`src/rtl/sim_trig_pkg.sv`:
```
// Shared definitions for the frame trigger stage:
// FSM state encoding and the default counter width.
package sim_trig_pkg;

  localparam int CW_DEF = 32;

  typedef enum logic [2:0] {
    S_IDLE  = 3'd0,
    S_WAIT  = 3'd1,
    S_COUNT = 3'd2,
    S_DUMP  = 3'd3,
    S_DONE  = 3'd4
  } state_t;

endpackage

```
`src/rtl/jtframe_sync_edge.sv`:
```
// Multi-flop synchronizer with a history flop that
// produces a one-cycle strobe on the selected edge.
module jtframe_sync_edge #(
  parameter int SYNC_STAGES = 2,
  parameter bit FALL        = 1'b0
) (
  input  logic clk,
  input  logic rst_n,
  input  logic i_d,
  output logic o_edge
);

  logic [SYNC_STAGES-1:0] r_sync;
  logic                   r_hist;
  logic                   w_q;

  assign w_q = r_sync[SYNC_STAGES-1];

  always_ff @(posedge clk or negedge rst_n) begin
    if (!rst_n) begin
      r_sync <= '0;
      r_hist <= 1'b0;
    end else begin
      r_sync <= {r_sync[SYNC_STAGES-2:0], i_d};
      r_hist <= w_q;
    end
  end

  assign o_edge = FALL ? (r_hist & ~w_q)
                       : (~r_hist & w_q);

endmodule

```
`src/rtl/sim_frame_trigger.sv`:
```
// Frame counter and dump-window generator that drives
// the simulation dump controller.
import sim_trig_pkg::*;

module sim_frame_trigger #(
  parameter int SYNC_STAGES = 2,
  parameter bit VS_ACT_LOW  = 1'b1,
  parameter bit WAIT_DL     = 1'b0,
  parameter int GUARD       = 20000,
  parameter int CW          = CW_DEF
) (
  input  logic          clk,
  input  logic          rst_n,
  input  logic          vs,
  input  logic          downloading,
  input  logic [CW-1:0] dump_start,
  input  logic [CW-1:0] dump_len,
  input  logic [CW-1:0] max_frames,
  output logic [CW-1:0] frame_cnt,
  output logic          dump_on,
  output logic          dump_open,
  output logic          dump_close,
  output logic          sim_finish,
  output logic [2:0]    state
);

  localparam int GW = (GUARD > 0) ? $clog2(GUARD + 1) : 1;
  localparam logic [GW-1:0] GMAX = GW'(GUARD);

  logic          w_frame_edge;
  logic          w_dl_fall;
  logic          w_guard_ok;
  logic          w_fin_hit;
  logic          w_close_hit;
  logic          w_start0;
  logic [CW-1:0] w_cnt_nxt;
  logic [CW-1:0] w_dumped_nxt;

  logic [GW-1:0] r_guard;
  logic [CW-1:0] r_cnt;
  logic [CW-1:0] r_dumped;
  logic          r_on;
  logic          r_open;
  logic          r_close;
  logic          r_fin;
  state_t        r_state;

  jtframe_sync_edge #(
    .SYNC_STAGES(SYNC_STAGES),
    .FALL       (VS_ACT_LOW)
  ) u_vs (
    .clk   (clk),
    .rst_n (rst_n),
    .i_d   (vs),
    .o_edge(w_frame_edge)
  );

  jtframe_sync_edge #(
    .SYNC_STAGES(SYNC_STAGES),
    .FALL       (1'b1)
  ) u_dl (
    .clk   (clk),
    .rst_n (rst_n),
    .i_d   (downloading),
    .o_edge(w_dl_fall)
  );

  always_ff @(posedge clk or negedge rst_n) begin
    if (!rst_n) begin
      r_guard <= '0;
    end else if (r_guard != GMAX) begin
      r_guard <= r_guard + GW'(1);
    end
  end

  assign w_guard_ok = (r_guard == GMAX);

  // Counter sticks at all-ones rather than wrapping
  assign w_cnt_nxt = (&r_cnt) ? r_cnt
                              : r_cnt + CW'(1);
  assign w_dumped_nxt = r_dumped + CW'(1);
  assign w_start0 = (dump_start == '0);

  assign w_fin_hit = w_frame_edge
                   && (max_frames != '0)
                   && (w_cnt_nxt == max_frames);
  assign w_close_hit = (dump_len != '0)
                     && (w_dumped_nxt == dump_len);

  always_ff @(posedge clk or negedge rst_n) begin
    if (!rst_n) begin
      r_state  <= S_IDLE;
      r_cnt    <= '0;
      r_dumped <= '0;
      r_on     <= 1'b0;
      r_open   <= 1'b0;
      r_close  <= 1'b0;
      r_fin    <= 1'b0;
    end else begin
      r_open  <= 1'b0;
      r_close <= 1'b0;
      unique case (r_state)
        S_IDLE: begin
          if (WAIT_DL) begin
            r_state <= S_WAIT;
          end else if (w_start0) begin
            r_state  <= S_DUMP;
            r_dumped <= '0;
            r_on     <= 1'b1;
            r_open   <= 1'b1;
          end else begin
            r_state <= S_COUNT;
          end
        end
        S_WAIT: begin
          if (w_dl_fall && w_guard_ok) begin
            if (w_start0) begin
              r_state  <= S_DUMP;
              r_dumped <= '0;
              r_on     <= 1'b1;
              r_open   <= 1'b1;
            end else begin
              r_state <= S_COUNT;
            end
          end
        end
        S_COUNT: begin
          if (w_frame_edge) begin
            r_cnt <= w_cnt_nxt;
            if (w_fin_hit) begin
              r_fin   <= 1'b1;
              r_state <= S_DONE;
            end else if (r_cnt == dump_start) begin
              r_state  <= S_DUMP;
              r_dumped <= '0;
              r_on     <= 1'b1;
              r_open   <= 1'b1;
            end
          end
        end
        S_DUMP: begin
          if (w_frame_edge) begin
            r_cnt <= w_cnt_nxt;
            if (w_fin_hit) begin
              r_fin <= 1'b1;
            end
            // A finish and a length close share one pulse
            if (w_fin_hit || w_close_hit) begin
              r_state <= S_DONE;
              r_on    <= 1'b0;
              r_close <= 1'b1;
            end else begin
              r_dumped <= w_dumped_nxt;
            end
          end
        end
        S_DONE: begin
          if (w_frame_edge) begin
            r_cnt <= w_cnt_nxt;
            if (w_fin_hit) begin
              r_fin <= 1'b1;
            end
          end
        end
        default: r_state <= S_IDLE;
      endcase
    end
  end

  assign frame_cnt  = r_cnt;
  assign dump_on    = r_on;
  assign dump_open  = r_open;
  assign dump_close = r_close;
  assign sim_finish = r_fin;
  assign state      = r_state;

endmodule
```
`config.mk`:
```
export PLATFORM = sky130hd
export DESIGN_NAME = sim_frame_trigger
export DESIGN_NICKNAME = d
export VERILOG_FILES = /design/src/rtl/sim_trig_pkg.sv /design/src/rtl/jtframe_sync_edge.sv /design/src/rtl/sim_frame_trigger.sv
export SDC_FILE = /design/constraint.sdc
export NUM_CORES = 1
export LEC_CHECK = 0
export CORE_MARGIN = 2
export CORE_UTILIZATION = 40
export DETAILED_ROUTE_END_ITERATION = 6
export GPL_ROUTABILITY_DRIVEN = 0
export PLACE_DENSITY_LB_ADDON = 0.15
export SYNTH_ARGS = -nofsm -noshare
export SYNTH_HDL_FRONTEND = slang
export SYNTH_SLANG_ARGS = --single-unit
```
`constraint.sdc`:
```
create_clock -name clk -period 4.3 [get_ports clk]
set_clock_uncertainty 0.05 [all_clocks]
set_input_delay 0.43 -clock clk [delete_from_list [all_inputs] [get_ports clk]]
set_output_delay 0.43 -clock clk [all_outputs]
set_load 0.005 [all_outputs]
```
==> metrics, run 1 <==
Fin. Hold Viols=0; number of synthesized flops with an enable pin=0; # IOs=about 140; via count=9,664; part of the power in registers=38.6%; Initial Util=40.71%; First DRT Iteration DRCs=approximately 1,200; Yosys warnings=0; Core ar.=between 0.02 and 0.025 mm2; worst vdd ir=0.0002052 V; worst-skew pair later-pin latency=0.36 ns; WP data required=4.50 ns; initial antenna violation count=0; GR Util All Layers=29.98%; fin crit period=4.124 ns; sw frac=approximately 34%; Critical R2R Launch=frame_cnt[0]; fin area=~0.011 mm2; CP endpoint kind=flop; Clock Sinks=92; clock power share=around 34%; Placed Area=roughly 0.011 mm2; CP Cell Sequence=ha_1 -> and4_2 -> a41oi_1 -> a2111o_1 -> nor4_1 -> nand4b_1 -> or4_1 -> nor4_4 -> nor3_2 -> buf_4 -> and4b_1 -> a211o_1; Final ANT Viol Nets=0; most common cell after layout, fill and taps aside=clkdlybuf4s50_1; pwr dens=226.1 mW/mm2; cts hold-fix bufs=0; I/O Buffers=138; Synth Cell Area=0.008557 mm2; CTS clock-pin slew for the worst setup and hold paths=0.08 ns; Max Freq=242.5 MHz; DRC Markers=0; syn avg cell area=~8 um2; Max stage delay cell, worst path=dfrtp_1; outcome=complete, no violations; max-slew violation count=0; sw power=836.0 uW; critical path class=flop to flop; crit start category=flop; DRT Pass-1 Iters=6; Synthesized Nets=1,178; standard-cell rows=53; Syn Inst Count=1,074; Pleak=0.004071 uW; post-synthesis cell type count=82; Final WS setup=0.1758 ns; worst reg2reg path depth=12; CP max stage delay=0.53 ns; FF+latch count, synth=~90; Max Cap Viol=0; Max Buffers Root-to-Sink=2; H-tree depth=3; gr ovfl total=0; CTS root buffer=clkbuf_16; sequential-to-total area share from yosys stat=26.90%; CTS tree=yes; Fin Setup TNS=0 ns; Final Cycle Share=95.91%; width of the chip=150.3 um; detailed placement HPWL=26,470 um; Vias/cell=6.413; Area Overhead vs Synth=26.73%; largest net degree at the start of global routing=61; Int Power=1616 uW; commonest non-fill, non-tap cells in the layout=clkdlybuf4s50_1 (137), dfrtp_1 (92), nor2_1 (84); RSZ-0062 raised after global routing=no; Hold WC Path Type=input port to async pin; routed len/inst=22.44 um; Tightest Pin Transition=0.8522 ns; FFs w/ async S/R, synth=100.0%; nets@finish=1,331; hold slack=0.1225 ns; final setup fails=0; R2R Setup Slk=0.18 ns; fraction of layout cells with a size suffix above 1=10.15%; first-pass GRT wire length=52,160 um; Primary FF master, synth=dfrtp_1; total die area=0.02258 mm2; total wire length=33,820 um; Inserted Clock Buffers=9; Worst Path Max Fanout=25; combinational power share=between 20% and 30%; number of global-route vias before repair=between 8,000 and 9,000; FF-to-FF End=r_dumped[10]; Worst Path Arrival=4.32 ns; n_diodes=0; crit path launch=frame_cnt[0]; Die Height=150.3 um; Slew headroom=a little over two fifths; Place WS=0.1861 ns
critical path, delay by kind of cell, from the launching register on:
kind / cells / cell delay, ns
simple gates: 7 / 2.15
compound gates: 3 / 0.78
fa+ha+maj: 1 / 0.26
flops: 1 / 0.53
buf+inv: 1 / 0.23
metrics by stage:
stage / instances / total power [uW] / util [%]
floorplan: 1074 / 1265 / -
CTS: 1507 / 2444 / 51.57
finish: 1507 / 2452 / 51.59
global route: 1507 / 2544 / 51.59
global placement: 1491 / 1631 / 50.12
detailed placement: 1491 / 1622 / 50.12
cell families after synthesis:
kind of cell,share of synthesized area (%)
xor gates and xnor gates,14.33
AOI/OAI and AO/OA,18.29
and+or+nand+nor,34.04
DFF,26.90
muxes,1.462
buffers and inverters,4.387
adders and majority gates,0.5849
registers in the layout, indices dropped and copies added, names as in the netlist:
signal and cells:
r_guard 15, dump_on 1, r_dumped 32, u_dl.r_sync 2
state 3, dump_close 1, u_vs.r_hist 1, u_vs.r_sync 2
dump_open 1, sim_finish 1, frame_cnt 32, u_dl.r_hist 1
metal layers:
| layer | global-route usage [%] | share of wire (%) | wire length [um] | vias up |
|---|---|---|---|---|
| li1 | - | - | - | 4377 |
| met1 | 43.76 | 44 | 14920 | 4557 |
| met2 | 42.41 | 41 | 14020 | 628 |
| met3 | 7.424 | 11 | 3701 | 102 |
| met4 | 11.18 | 3.5 | 1178 | 0 |
| met5 | 0 | 0 | 0 | - |
cell type report:
class,count,area (um2)
clock inverters,7,78.83
inverters,17,63.81
multi-input cells,895,5883
clock buffers,9,225.2
well taps,275,344.1
flip-flops and latches,92,2302
fillers,2052,10180
repair buffers,212,1947
cell usage after synthesis, drive strengths merged, types with 5 or more instances:
master   count  area (um2)
a2111oi      5       43.79
a211o        5       43.79
a211oi       6       45.04
a21o         5       37.54
a21oi       41       205.2
a31oi       21       131.4
a41oi       12       105.1
and2        10       62.56
and3        19       118.9
and4        16       140.1
buf         29       157.7
clkbuf      41       153.9
dfrtp       92        2302
inv         16       60.06
mux2i        8       80.08
nand2       83       314.1
nand2b      15       93.84
nand3       52       265.3
nand3b       7       52.55
nand4       51       334.1
nor2        84       315.3
nor2b       13       81.33
nor3        41       221.5
nor3b        7       52.55
nor4        66       461.7
nor4b        5       58.80
o211ai       8       60.06
o21a         7       52.55
o21ai       47       235.2
o22ai        8       50.05
o2bb2ai      6       52.55
o32a         7       70.07
or2          5       31.28
or3         13       86.33
or4         11       90.08
xnor2       63       551.8
xor2        77       674.4
worst max-delay path by stage:
stage	endpoint	slack, ns	cells past startpoint
global placement	r_dumped[3]	0.25	12
finish	r_dumped[10]	0.18	12
floorplan	r_dumped[7]	0.62	13
detailed placement	r_dumped[4]	0.19	12
CTS	r_dumped[10]	0.17	12
global route	r_dumped[3]	0.04	12
power by group through the flow:
stage	Sequential, uW	Clock [uW]	Combinational (uW)
final	945	823	684
after global routing	949	870	725
after CTS	942	834	668
after detailed placement	958	0	663
after global placement	955	0	676
after floorplan	945	0	320
repair_timing:
item	4_1_cts	5_1_grt
setup endpoints to repair	0	19
resized for setup	0	3
buffers inserted	0	0
Note: power is estimated with default switching activity, not from simulation.
==> inputs of run 2 (changes only) <==
==> constraint.sdc (replaced) <==
create_clock -name clk -period 5.2 [get_ports clk]
set_clock_uncertainty 0.05 [all_clocks]
set_input_delay 0.52 -clock clk [delete_from_list [all_inputs] [get_ports clk]]
set_output_delay 0.52 -clock clk [all_outputs]
set_load 0.005 [all_outputs]
==> run 2 against run 1 <==
The flow now finishes with violations (design-rule violations). Total power is 14% lower. Critical path depth decreased by 1. Clock-buffer cell count grew 3. Combinational power shrank 17%. Cell count shrank 2.7%. Hold slack lost 0.028 ns. Critical endpoint is now state[0].
==> metrics, run 2 (synthesized netlist as in run 1, its figures left out) <==
outcome=finished with violations; failing checks=design-rule violations; First DRT Iteration DRCs=1,227 (-1.3%); Worst Path Max Fanout=11 (-56%); Max Freq=207.5 MHz (-14%); first-pass GRT wire length=51,220 um (-1.8%); Inserted Clock Buffers=9 (unchanged); commonest non-fill, non-tap cells in the layout=clkdlybuf4s50_1 (137), dfrtp_1 (92), nor2_1 (83); via count=9,367 (-3.1%); worst-skew pair later-pin latency=0.37 ns (about the same); largest net degree at the start of global routing=53 (-13%); fin crit period=4.819 ns (+0.6950 ns); crit start category=flop; worst vdd ir=0.0001738 V (-15%); Final Cycle Share=92.68% (-3.2 points); Hold WC Path Type=input port to async pin; WP data required=5.40 ns (+0.90 ns); Fin Setup TNS=0 ns (unchanged); max-slew violation count=0 (unchanged); Vias/cell=6.389 (-0.36%); CP Cell Sequence=ha_1 -> and4_1 -> nand3_1 -> nor2_2 -> a211oi_1 -> a2111oi_0 -> buf_4 -> nand4_1 -> o41ai_1 -> o21ai_0 -> a21o_1; crit path launch=frame_cnt[1]; final std cells w/o fill=1,466 (-2.7%); post-placement cell count=1,450 (-2.7%); CTS tree=yes; total die area=0.02258 mm2 (unchanged); Pleak=0.003870 uW (-5.0%); Die Height=150.3 um (unchanged); # IOs=139 (unchanged); standard-cell rows=53 (unchanged); Max Buffers Root-to-Sink=2 (unchanged); Area Overhead vs Synth=23.38%; Slew headroom=25.48% (-18 points); n_diodes=0 (unchanged); Critical R2R Launch=frame_cnt[1]; nets@finish=1,290 (-3.1%); Max Cap Viol=0 (unchanged); gr ovfl total=0 (unchanged); Core ar.=0.02102 mm2 (unchanged); fraction of layout cells with a size suffix above 1=6.969% (-3.2 points); DRC Markers=1 (+1); width of the chip=150.3 um (unchanged); CP endpoint kind=flop; Clock Sinks=92 (unchanged); Layout fillers=2,034 (-0.88%); CTS root buffer=clkbuf_16; initial antenna violation count=0 (unchanged); Fin. Hold Viols=0 (unchanged); Final ANT Viol Nets=0 (unchanged); cts hold-fix bufs=0 (unchanged); Tightest Pin Transition=1.112 ns (+0.2595 ns); total wire length=33,310 um (-1.5%); H-tree depth=3 (unchanged); FF+latch area=0.002302 mm2 (unchanged); I/O Buffers=138 (unchanged); Worst Path Arrival=5.02 ns (+0.70 ns); pwr dens=199.0 mW/mm2 (-12%); CTS clock-pin slew for the worst setup and hold paths=0.08 ns (about the same); routed len/inst=22.72 um (+1.2%); number of global-route vias before repair=8,755 (-2.6%); GR Util All Layers=29.60% (-0.39 points); detailed placement HPWL=25,780 um (-2.6%); most common cell after layout, fill and taps aside=clkdlybuf4s50_1; DRT Pass-1 Iters=7 (+1); Max stage delay cell, worst path=a2111oi_0; CP max stage delay=0.77 ns (+0.24 ns); critical path class=flop to flop; RSZ-0062 raised after global routing=no; final setup fails=0 (unchanged); post-CTS setup buffers=0 (unchanged); Initial Util=40.71% (unchanged); area taken by multi-input logic gates=0.005887 mm2 (about the same)
[run 2: path summary, 6_finish.rpt]
check	endpoint	slack, ns	cells past startpoint
setup / recovery	state[0]	0.38	11
hold / removal	frame_cnt[6]	0.09	1
setup reg to reg	state[0]	0.38	11
hold reg to reg	u_dl.r_sync[1]	0.30	0
max in group asynchronous	r_dumped[3]	3.88	2
min in group clk	u_dl.r_sync[1]	0.30	0
[run 2: cell type report]
class / instances / area share, %
well taps: 275 / 3.259
multi-input cells: 895 / 55.76
flip-flops and latches: 92 / 21.81
repair buffers: 171 / 15.41
inverters: 17 / 0.6044
clock inverters: 4 / 0.7348
clock buffers: 12 / 2.429
[run 2: power by group]
part,switching (uW),total [uW],internal [uW]
clock,311,763,452
sequential,36.6,774,737
combinational,318,565,247
total,665,2100,1440
[run 2: critical path, delay by kind of cell (launching register included)]
family / cells / cell delay (ns)
AO/OA/AOI/OAI: 5 / 2.28
adder cells (fa/ha/maj): 1 / 0.43
buffers and inverters: 1 / 0.23
flip-flops: 1 / 0.56
AND/OR/NAND/NOR: 4 / 1.16
[run 2: through the flow]
| stage | utilization, % | power [uW] | hold WS, ns | setup WS, ns | area, um2 |
|---|---|---|---|---|---|
| global route | 50.22 | 2180 | 0.1438 | 0.1898 | 10560 |
| floorplan | - | 1046 | 0.1744 | 1.522 | 8557 |
| global placement | 48.60 | 1337 | 0.2825 | 0.2412 | 10220 |
| CTS | 50.19 | 2095 | 0.1194 | 0.2114 | 10550 |
| detailed placement | 48.60 | 1331 | 0.2865 | 0.1744 | 10220 |
| finish | 50.22 | 2101 | 0.09429 | 0.3808 | 10560 |
[run 2: metal layers]
layer  global-route usage (%)  share of wire [%]  vias to the layer above
met2                    42.86                 42                      562
met5                        0                  0                        -
li1                         -                  -                     4291
met3                    7.515                 11                      102
met1                    42.43                 44                     4412
met4                    10.61                3.4                        0
[run 2: what timing repair did]
action / 4_1_cts / 5_1_grt
gates resized for setup: 0 / 2
setup endpoints to repair: 0 / 13
hold endpoints to repair: 0 / 0
==> inputs of run 3 (changes only) <==
--- a/config.mk
+++ b/config.mk
@@ -5,11 +5,13 @@
 export SDC_FILE = /design/constraint.sdc
 export NUM_CORES = 1
 export LEC_CHECK = 0
+export ABC_AREA = 1
 export CORE_MARGIN = 2
 export CORE_UTILIZATION = 40
 export DETAILED_ROUTE_END_ITERATION = 6
 export GPL_ROUTABILITY_DRIVEN = 0
 export PLACE_DENSITY_LB_ADDON = 0.15
+export SKIP_CTS_REPAIR_TIMING = 1
 export SYNTH_ARGS = -nofsm -noshare
 export SYNTH_HDL_FRONTEND = slang
 export SYNTH_SLANG_ARGS = --single-unit
==> run 3 against run 2 <==
The flow now finishes without violations. Synthesized cell count increased by 37%. Critical path depth increased by 11. Fmax increased by 16%. Largest cell class unchanged.
==> metrics, run 3 <==
commonest non-fill, non-tap cells in the layout=nand2_1 (553), nor2_1 (211), inv_1 (168); WP data required=5.39 ns (about the same); critical path class=flop to flop; Final Cycle Share=79.77% (-13 points); n_diodes=0 (unchanged); Max Freq=241.1 MHz (+16%); worst vdd ir=0.0001729 V (-0.51%); post-placement cell count=1,860 (+28%); Pleak=0.004838 uW (+25%); Syn Inst Count=1,471 (+37%); CP endpoint kind=flop; final std cells w/o fill=1,876 (+28%); FFs w/ async S/R, synth=100.0% (unchanged); fin crit period=4.148 ns (-0.6713 ns); Synth area leader=dfrtp_1; max-slew violation count=0 (unchanged); Final ANT Viol Nets=0 (unchanged); pwr dens=191.8 mW/mm2 (-3.6%); number of synthesized flops with an enable pin=0 (unchanged); CTS tree=yes; Max Buffers Root-to-Sink=2 (unchanged); post-synthesis adder-cell area fraction=0.5818% (-0.0031 points); routed len/inst=15.90 um (-30%); Yosys warnings=0 (unchanged); Synthesized Nets=1,575 (+34%); # IOs=139 (unchanged); FF-to-FF End=r_dumped[8]; crit path launch=frame_cnt[0]; First DRT Iteration DRCs=731 (-40%); clock power share=33.4% (-2.9 points); Max stage delay cell, worst path=dfrtp_1; RSZ-0062 raised after global routing=no; total wire length=29,830 um (-10%); Initial Util=40.79% (+0.086 points); Slew headroom=29.47% (+4.0 points); crit-path most repeated cell=nand2_1; H-tree depth=3 (unchanged); post-synthesis cell type count=42 (-49%); mux cell area share after synthesis=0% (-1.5 points); Fin. Hold Viols=0 (unchanged); sw frac=34.74% (+3.1 points); initial antenna violation count=0 (unchanged); Synth Area in Compound Gates=4.625% (-14 points); part of the power in registers=40.2% (+3.4 points); Worst Path Arrival=4.34 ns (-0.68 ns); total die area=0.02269 mm2 (+0.51%); Place WS=1.172 ns (+0.9978 ns); via count=9,789 (+4.5%); fraction of layout cells with a size suffix above 1=3.498% (-3.5 points); combinational power share=26.4% (-0.5 points); top post-synthesis cells by count=nand2_1 (553), nor2_1 (212), inv_1 (168), nand3_1 (136), dfrtp_1 (92); final setup fails=0 (unchanged); most numerous cell in the Yosys netlist=nand2_1; detailed placement HPWL=23,750 um (-7.9%); GR Util All Layers=26.82% (-2.8 points); outcome=complete, no violations; CP max stage delay=0.51 ns (-0.26 ns); R2R Setup Slk=1.05 ns (+0.67 ns); Inserted Clock Buffers=9 (unchanged); nets@finish=1,700 (+32%); Simple-Gate Fraction of Synth Area=51.88% (+18 points); CTS clock-pin slew for the worst setup and hold paths=0.08 ns (about the same); width of the chip=150.6 um (+0.26%); ranking of synthesized cells by area=dfrtp_1 (27%), nand2_1 (24%), nor2_1 (9.3%), nand3_1 (7.9%), inv_1 (7.3%); worst-skew pair later-pin latency=0.37 ns (about the same); FF+latch count, synth=92 (unchanged); gr ovfl total=0 (unchanged); DRC Markers=0 (-1); Vias/cell=5.218 (-18%); I/O Buffers=138 (unchanged); Core ar.=0.02109 mm2 (+0.32%); CP endpoint=r_dumped[8]; Worst Path Max Fanout=47 (+36); Hold WC Path Type=input port to async pin; Area Overhead vs Synth=21.93%; post-synth top area share=26.76% (-0.14 points); crit start category=flop; most common cell after layout, fill and taps aside=nand2_1; largest family of logic cells by synthesized area=simple AND/OR/NAND/NOR gates; syn avg cell area=5.848 um2 (-27%); XOR/XNOR Fraction of Synth Area=6.589% (-7.7 points); CP Cell Sequence=ha_1 -> inv_1 -> nor2_2 -> nand2_4 -> nor2_8 -> nand2_2 -> buf_4 -> nand2_1 -> nand2_1 -> nand2_1 -> inv_1 -> nand2_1 -> nor2_1 -> nand2_1 -> nor2_1 -> nand2_1 -> nand2_1 -> nand2_2 -> buf_4 -> nand3_4 -> nand2_1 -> nand2_1; DRT Pass-1 Iters=5 (-2); Critical R2R Launch=frame_cnt[0]; CTS root buffer=clkbuf_16; Clock Sinks=92 (unchanged); number of global-route vias before repair=9,294 (+6.2%); largest net degree at the start of global routing=53 (unchanged); Tightest Pin Transition=1.050 ns (-0.06193 ns); sw power=698.9 uW (+5.1%); standard-cell rows=53 (unchanged); Final WS setup=1.052 ns (+0.6713 ns); sequential-to-total area share from yosys stat=26.76% (-0.14 points); Max Cap Viol=0 (unchanged); Int Power=1313 uW (-8.6%); first-pass GRT wire length=47,320 um (-7.6%); Synth Cell Area=0.008602 mm2 (+0.53%); Primary FF master, synth=dfrtp_1; Fin Setup TNS=0 ns (unchanged); worst reg2reg path depth=22 (+11); Die Height=150.6 um (+0.26%)
run 3: cell count changes in the layout (fill, tap and decap cells not counted), sizes merged, moves of 29 or more:
cell,before,now
xor2,77,27
nor4,66,11
xnor2,63,30
nand2,83,562
a21oi,41,12
nor2,84,220
nand3,52,138
inv,18,174
run 3: stage by stage:
step | util, % | hold slack (ns) | power, uW | area [um2]
6_report | 49.74 | 0.1558 | 2012 | 10490
4_1_cts | 49.74 | 0.1925 | 2014 | 10490
5_1_grt | 49.74 | 0.2118 | 2109 | 10490
2_1_floorplan | - | 0.1744 | 1083 | 8602
3_5_place_dp | 48.37 | 0.2879 | 1346 | 10200
3_3_place_gp | 48.37 | 0.2847 | 1344 | 10200
run 3: worst min path at each step:
stage                                 to  slack [ns]  depth (start not counted)            from
after floorplan               dump_close        0.17                          0           rst_n
after global placement    u_dl.r_sync[1]        0.28                          0  u_dl.r_sync[0]
after detailed placement  u_vs.r_sync[1]        0.29                          0  u_vs.r_sync[0]
after CTS                    r_dumped[3]        0.19                          1           rst_n
after global routing         r_dumped[3]        0.21                          1           rst_n
final                        r_dumped[3]        0.16                          1           rst_n
run 3: routing by layer:
metal | vias to the layer above | routed length (um) | track usage (%)
li1 | 4945 | - | -
met1 | 4428 | 13390 | 36.20
met2 | 360 | 13560 | 43.50
met3 | 56 | 1853 | 3.515
met4 | 0 | 1023 | 10.75
met5 | - | 0 | 0
run 3: cells by family (layout without fill, tap and decap cells):
kind of cell,count (synthesis),in the layout
xor gates and xnor gates,60,60
adders and majority gates,4,4
DFF,92,92
AOI/OAI and AO/OA,70,70
and+or+nand+nor,1043,1043
buffers and inverters,202,332
run 3: critical path, delay by kind of cell, from the launching register on:
kind	cells	cell delay, ns
simple gates	17	2.15
fa+ha+maj	1	0.37
flops	1	0.51
buf+inv	4	0.88
run 3: cell type report:
type | count | area (um2)
clock buffer | 9 | 225.2
multi-input combinational | 1177 | 5480
fill | 2252 | 10600
inverter | 171 | 641.9
timing repair buffer | 145 | 1431
tap | 275 | 344.1
clock inverter | 7 | 63.81
sequential | 92 | 2302
run 3: power groups by stage:
stage / Combinational [uW] / Sequential (uW) / Clock [uW]
after floorplan: 291 / 792 / 0
after global placement: 523 / 821 / 0
after detailed placement: 524 / 822 / 0
after CTS: 526 / 808 / 680
after global routing: 585 / 814 / 710
final: 531 / 809 / 672
